===== config.mk =====
export PLATFORM = sky130hd
export DESIGN_NAME = imem_loader_flat
export DESIGN_NICKNAME = d
export VERILOG_FILES = /design/src/rtl/imem_loader_if.sv /design/src/rtl/imem_loader.sv /design/src/flat_wrapper.sv
export SDC_FILE = /design/constraint.sdc
export NUM_CORES = 1
export LEC_CHECK = 0
export BUFFER_PORTS_ARGS = -buffer_cell sky130_fd_sc_hd__buf_2
export CORE_ASPECT_RATIO = 0.5
export CORE_MARGIN = 2
export CORE_UTILIZATION = 55
export DETAILED_ROUTE_END_ITERATION = 16
export PLACE_DENSITY_LB_ADDON = 0.15
export SLEW_MARGIN = 5
export SYNTH_ARGS = -nofsm -noshare
export SYNTH_HDL_FRONTEND = slang
export SYNTH_SLANG_ARGS = --single-unit

===== constraint.sdc =====
create_clock -name clk -period 2.78 [get_ports clk]
set_input_delay 0.417 -clock clk [delete_from_list [all_inputs] [get_ports clk]]
set_output_delay 0.417 -clock clk [all_outputs]
set_load 0.01 [all_outputs]

===== src/rtl/imem_loader_if.sv =====
// Byte-stream receive side plus instruction-memory write port of the boot loader.
interface imem_loader_if #(
  parameter int ADDR_W = 12
);
  logic [7:0]        rx_data;
  logic              rx_valid;
  logic              rx_ready;
  logic              mem_we;
  logic [ADDR_W-1:0] mem_addr;
  logic [31:0]       mem_wdata;

  modport master (
    output rx_data, rx_valid,
    input  rx_ready, mem_we, mem_addr, mem_wdata
  );

  modport slave (
    input  rx_data, rx_valid,
    output rx_ready, mem_we, mem_addr, mem_wdata
  );
endinterface


===== src/rtl/imem_loader.sv =====
// Boot loader: turns a framed UART byte stream into 32-bit instruction-memory
// writes and holds the core in reset until a checksum-verified frame has landed.
module imem_loader #(
  parameter int DEPTH   = 128,
  parameter int ADDR_W  = 12,
  parameter int TIMEOUT = 1000000
) (
  input  logic         clk,
  input  logic         reset_n,
  imem_loader_if.slave bus,
  output logic         busy,
  output logic         done,
  output logic         error,
  output logic         cpu_hold
);
  localparam int WI_W  = $clog2(DEPTH + 1);
  localparam int CNT_W = $clog2(TIMEOUT + 1);

  localparam logic [2:0] S_IDLE   = 3'd0;
  localparam logic [2:0] S_LEN_LO = 3'd1;
  localparam logic [2:0] S_LEN_HI = 3'd2;
  localparam logic [2:0] S_DATA   = 3'd3;
  localparam logic [2:0] S_CSUM   = 3'd4;
  localparam logic [2:0] S_DONE   = 3'd5;
  localparam logic [2:0] S_ERR    = 3'd6;
  localparam logic [7:0] MAGIC    = 8'hA5;

  function automatic logic [7:0] csum_add(input logic [7:0] acc, input logic [7:0] b);
    csum_add = acc + b;
  endfunction

  logic [2:0]        state_r, state_s;
  logic [15:0]       len_r, len_s;
  logic [WI_W-1:0]   idx_r, idx_s;
  logic [1:0]        lane_r, lane_s;
  logic [7:0]        sum_r, sum_s;
  logic [23:0]       shift_r, shift_s;
  logic [CNT_W-1:0]  cnt_r, cnt_s;
  logic              we_s;
  logic [ADDR_W-1:0] addr_s;
  logic [31:0]       wdata_s;
  logic              mem_we_r;
  logic [ADDR_W-1:0] mem_addr_r;
  logic [31:0]       mem_wdata_r;
  logic              busy_r, done_r, error_r, cpu_hold_r;

  // Frame parser: next state, word assembly, checksum and inter-byte timeout.
  always_comb begin
    state_s = state_r;
    len_s   = len_r;
    idx_s   = idx_r;
    lane_s  = lane_r;
    sum_s   = sum_r;
    shift_s = shift_r;
    cnt_s   = cnt_r;
    we_s    = 1'b0;
    addr_s  = mem_addr_r;
    wdata_s = mem_wdata_r;
    case (state_r)
      S_IDLE, S_DONE, S_ERR: begin
        cnt_s = '0;
        if (bus.rx_valid && (bus.rx_data == MAGIC)) begin
          state_s = S_LEN_LO;
        end else begin
          state_s = state_r;
        end
      end
      S_LEN_LO, S_LEN_HI, S_DATA, S_CSUM: begin
        // An accepted byte always wins over a timeout expiring on the same edge.
        if (bus.rx_valid) begin
          cnt_s = '0;
          case (state_r)
            S_LEN_LO: begin
              len_s[7:0] = bus.rx_data;
              state_s    = S_LEN_HI;
            end
            S_LEN_HI: begin
              len_s[15:8] = bus.rx_data;
              idx_s       = '0;
              lane_s      = 2'd0;
              sum_s       = 8'd0;
              if ({bus.rx_data, len_r[7:0]} == 16'd0) begin
                state_s = S_CSUM;
              end else if ({bus.rx_data, len_r[7:0]} > 16'(DEPTH)) begin
                state_s = S_ERR;
              end else begin
                state_s = S_DATA;
              end
            end
            S_DATA: begin
              sum_s = csum_add(sum_r, bus.rx_data);
              case (lane_r)
                2'd0: begin shift_s[7:0]   = bus.rx_data; lane_s = 2'd1; end
                2'd1: begin shift_s[15:8]  = bus.rx_data; lane_s = 2'd2; end
                2'd2: begin shift_s[23:16] = bus.rx_data; lane_s = 2'd3; end
                default: begin
                  we_s    = 1'b1;
                  addr_s  = ADDR_W'({idx_r, 2'b00});
                  wdata_s = {bus.rx_data, shift_r};
                  lane_s  = 2'd0;
                  idx_s   = idx_r + WI_W'(1);
                  if (idx_r == WI_W'(len_r - 16'd1)) begin
                    state_s = S_CSUM;
                  end else begin
                    state_s = S_DATA;
                  end
                end
              endcase
            end
            default: begin
              if (bus.rx_data == sum_r) begin
                state_s = S_DONE;
              end else begin
                state_s = S_ERR;
              end
            end
          endcase
        end else if (cnt_r == CNT_W'(TIMEOUT)) begin
          state_s = S_ERR;
          cnt_s   = '0;
        end else begin
          cnt_s = cnt_r + CNT_W'(1);
        end
      end
      default: begin
        state_s = S_IDLE;
        cnt_s   = '0;
      end
    endcase
  end

  // State, datapath and registered outputs.
  always_ff @(posedge clk or negedge reset_n) begin
    if (!reset_n) begin
      state_r     <= S_IDLE;
      len_r       <= 16'd0;
      idx_r       <= '0;
      lane_r      <= 2'd0;
      sum_r       <= 8'd0;
      shift_r     <= 24'd0;
      cnt_r       <= '0;
      mem_we_r    <= 1'b0;
      mem_addr_r  <= '0;
      mem_wdata_r <= 32'd0;
      busy_r      <= 1'b0;
      done_r      <= 1'b0;
      error_r     <= 1'b0;
      cpu_hold_r  <= 1'b1;
    end else begin
      state_r     <= state_s;
      len_r       <= len_s;
      idx_r       <= idx_s;
      lane_r      <= lane_s;
      sum_r       <= sum_s;
      shift_r     <= shift_s;
      cnt_r       <= cnt_s;
      mem_we_r    <= we_s;
      mem_addr_r  <= addr_s;
      mem_wdata_r <= wdata_s;
      busy_r      <= (state_s == S_LEN_LO) || (state_s == S_LEN_HI) ||
                     (state_s == S_DATA)   || (state_s == S_CSUM);
      done_r      <= (state_s == S_DONE);
      error_r     <= (state_s == S_ERR);
      cpu_hold_r  <= (state_s != S_DONE);
    end
  end

  assign bus.rx_ready  = 1'b1;
  assign bus.mem_we    = mem_we_r;
  assign bus.mem_addr  = mem_addr_r;
  assign bus.mem_wdata = mem_wdata_r;
  assign busy          = busy_r;
  assign done          = done_r;
  assign error         = error_r;
  assign cpu_hold      = cpu_hold_r;
endmodule

===== src/flat_wrapper.sv =====
// flat-port wrapper written by rule: the top's interface ports become plain ports
module imem_loader_flat 
#(
  parameter int DEPTH   = 128,
  parameter int ADDR_W  = 12,
  parameter int TIMEOUT = 1000000
)
  (clk, reset_n, busy, done, error, cpu_hold, bus_rx_data, bus_rx_valid, bus_rx_ready, bus_mem_we, bus_mem_addr, bus_mem_wdata);
  imem_loader_if #(.ADDR_W(ADDR_W)) bus_i ();
  input  logic clk;
  input  logic reset_n;
  output logic busy;
  output logic done;
  output logic error;
  output logic cpu_hold;
  input wire logic [$bits(bus_i.rx_data)-1:0] bus_rx_data;
  input wire logic [$bits(bus_i.rx_valid)-1:0] bus_rx_valid;
  output wire logic [$bits(bus_i.rx_ready)-1:0] bus_rx_ready;
  output wire logic [$bits(bus_i.mem_we)-1:0] bus_mem_we;
  output wire logic [$bits(bus_i.mem_addr)-1:0] bus_mem_addr;
  output wire logic [$bits(bus_i.mem_wdata)-1:0] bus_mem_wdata;
  assign bus_i.rx_data = bus_rx_data;
  assign bus_i.rx_valid = bus_rx_valid;
  assign bus_rx_ready = bus_i.rx_ready;
  assign bus_mem_we = bus_i.mem_we;
  assign bus_mem_addr = bus_i.mem_addr;
  assign bus_mem_wdata = bus_i.mem_wdata;
  imem_loader #(.DEPTH(DEPTH), .ADDR_W(ADDR_W), .TIMEOUT(TIMEOUT)) u_core (.clk(clk), .reset_n(reset_n), .bus(bus_i), .busy(busy), .done(done), .error(error), .cpu_hold(cpu_hold));
endmodule

==> results_dict.tcl <==
set metrics [dict create \
    peakVddDrop_uv 348.6 \
    die_area_mm2 0.01099 \
    cts_buffers 17 \
    setup_violations 0 \
    synth.area.top_cells "dfrtp_1, nand2_1, mux2_2" \
    drv_slew 0 \
    synth_top_area_cell "dfrtp_1" \
    cp_slowest_cell "dfrtp_1" \
    vias 4148 \
    synth.distinct_cells 53 \
    worstSetupPathType "reg2reg" \
    placed_area_mm2 0.005989 \
    track_usage 0.2345 \
    min_period_ps 2434 \
    crit_required_ps 3140 \
    cp_top_family "compound AO/OA/AOI/OAI gates" \
    synth_edf_count 0 \
    path_cells "inv_1 > ha_1 > nor2b_1 > o311ai_0 > o2111ai_1 > a21o_1 > or3_4 > o211ai_4 > nand2_1 > inv_1" \
    path_clk_slew_ps 60 \
    die_w_um 146.2 \
    min_delay_path_depth 3 \
    netlist_area_mm2 0.005564 \
    overflow 0 \
    r2r_cells 10 \
    antenna_found_initial 0 \
    hold_violations 0 \
    finalPower_mw 4.407 \
    nNetsFinal 654 \
    ff_latch_area_mm2 0.002954 \
    routabilityCongestion 0.8879 \
    hpwl_mm 7.667 \
    ys_warn_count 0 \
    firstDrtPassIters 5 \
    grt_setup_unrepaired "no" \
    synth_top_area_share 0.5262 \
    ys_seq_elements 118 \
    cts.htree.levels 4 \
    holdWs_ps 294.6 \
    cap_violations 0 \
    io_pins 61 \
    grt_pass1_vias 3903 \
    cp_data_arrival_time_ps 2790 \
    drt-initial-drc-count 279 \
    cts_setup_buffers 0 \
    crit_path_start_kind "register" \
    critPathMaxFanout 8 \
    tightest_slew_ps 613.6 \
    die_h_um 75.12 \
    timing.critical_path.mode_cell "inv_1" \
    crit_buf_inv 2 \
    start_util 0.5775 \
    final_area_mm2 0.006579 \
    critPathMaxStageDelay_ps 420 \
    clkLatencyLatePin_ps 420 \
    p_leak_nw 3.486 \
    synth_common_cells "nand2_1, dfrtp_1, nor2_1, mux2_2, o21ai_0" \
    syn_inst 565 \
    path_depth 10 \
    synth-seq-area-share 0.5309 \
    pre_cts_slack_ps 337.4 \
    cts_root_buf "clkbuf_16" \
    grt_pass1_wl_mm 19.55 \
    min_path_type "in2reg" \
    drive_gt1_frac 0.2047 \
    setup_tns_ps 0 \
    power.density_mw_per_mm2 670.0 \
    synth.most_common_cell "nand2_1" \
    max_clock_freq_mhz 410.9 \
    coreArea_mm2 0.009634 \
    portBuffers 55 \
    slew_headroom 0.5900 \
    syn_area_per_cell_um2 9.848 \
    grt_max_degree 94 \
    cts_num_sinks 118 \
    synth-async-reset-ratio 1.000 \
    setup_ws_ps 346.3 \
    rows 25 \
    ctsResizeCount 0 \
    endpoint_kind "register" \
    area_growth_pct 18.24 \
    drc_errors 0 \
    multi_input_comb_area_mm2 0.002449 \
    synth_ff_type "dfrtp_1" \
    vias_per_cell 5.352 \
    skew_ps 16.82 \
    diodes 0 \
    wl_mm 11.95 \
    fillers 790 \
    clockBufferDepth 2 \
    period_share 0.8754 \
    status "completed" \
    antenna_left 0 \
    detail_route.wl_per_cell_um 15.42 \
    cts_tree "built" \
]
-- worst reg2reg max path, delay by kind of cell, from the launching register on --
kind	cells	cell delay [ps]
buffers and inverters	2	140
flip-flops	1	420
AO/OA/AOI/OAI	4	880
adder cells (fa/ha/maj)	1	290
AND/OR/NAND/NOR	3	650
-- flip-flops by register name, indices dropped and copies added (netlist names) --
name	count
u_core.bus.mem_wdata	32
u_core.cpu_hold	1
u_core.cnt_r	20
u_core.lane_r	2
u_core.len_r	8
u_core.bus.mem_addr	8
u_core.sum_r	8
u_core.bus.mem_we	1
u_core.state_r	3
u_core.error	1
u_core.shift_r	24
u_core.done	1
u_core.busy	1
u_core.idx_r	8
-- logic make-up (layout without fill, tap and decap cells) --
family | Yosys count | count (layout) | synth area share
DFF | 118 | 118 | 0.5309
muxes | 31 | 31 | 0.06206
AOI/OAI and AO/OA | 56 | 56 | 0.06679
buffers and inverters | 41 | 113 | 0.03103
xor gates and xnor gates | 34 | 34 | 0.05352
and+or+nand+nor | 266 | 266 | 0.2152
other | 2 | 5 | 0.001350
adders and majority gates | 17 | 17 | 0.03913
-- final timing paths --
path	startpoint	end	slack [ps]
hold / removal	bus_rx_data[6]	u_core.bus.mem_wdata[30]	290
max in group asynchronous	reset_n	u_core.len_r[3]	1540
setup / recovery	u_core.len_r[0]	u_core.done	350
hold reg to reg	u_core.shift_r[16]	u_core.bus.mem_wdata[16]	450
setup reg to reg	u_core.len_r[0]	u_core.done	350
min in group asynchronous	reset_n	u_core.cnt_r[6]	440
-- per-layer routing --
layer	share of wire	vias to the layer above	track usage
met3	0.039	14	0.05939
met1	0.49	2047	0.3168
li1	-	2015	-
met4	0.012	0	0.08954
met2	0.46	72	0.3763
met5	0	-	0
-- what timing repair did --
item                                    CTS  global route
hold buffers                              1             0
endpoints found under the setup margin    0             0
hold endpoints to repair                 25             0
-- cells in the final DEF (no fill, tap or decap), types with 2 or more instances in the layout --
cell        netlist  routed
o31ai_1           2       2
conb_1            2       5
and3_1           12      12
nor4_1            4       4
buf_4             5       9
mux2_2           28      28
nand4_1           6       6
nor3_1            9       9
xor2_1           22      22
nand3_1          17      17
clkinv_4          0       2
or3_1             2       2
inv_1            15      15
nor4b_1           4       4
and2_1            4       4
o41ai_1           2       2
nor2b_1           6       6
dfrtp_1         117     117
xnor2_1          12      12
a31oi_1           2       2
nor2_1           36      36
inv_6             0       7
clkbuf_16         0      17
o22ai_1           2       2
o21ai_0          23      23
a21o_1            6       6
nand2b_1          3       3
buf_2             0      54
ha_1             15      15
nand2_1         156     156
mux2i_1           3       3
a21oi_1           7       7
clkinvlp_4        0       2
-- where the power goes --
part	switching, mW	internal [mW]
clock network	0.866	1.28
logic	0.258	0.159
registers	0.0713	1.78
-- area by class of cell --
| cell class | instances | share of cell area |
|---|---|---|
| sequential | 118 | 0.4490 |
| clock buffer | 18 | 0.06676 |
| timing repair buffer | 65 | 0.05591 |
| tap | 135 | 0.02568 |
| clock inverter | 14 | 0.02130 |
| inverter | 16 | 0.009129 |
| multi-input combinational | 409 | 0.3722 |
-- per-stage QoR --
step / instances / utilization
after floorplan: 568 / -
after global placement: 742 / 0.6217
after detailed placement: 742 / 0.6217
after CTS: 775 / 0.6829
after global routing: 775 / 0.6829
final: 775 / 0.6829
(Power assumes the default switching activity.)
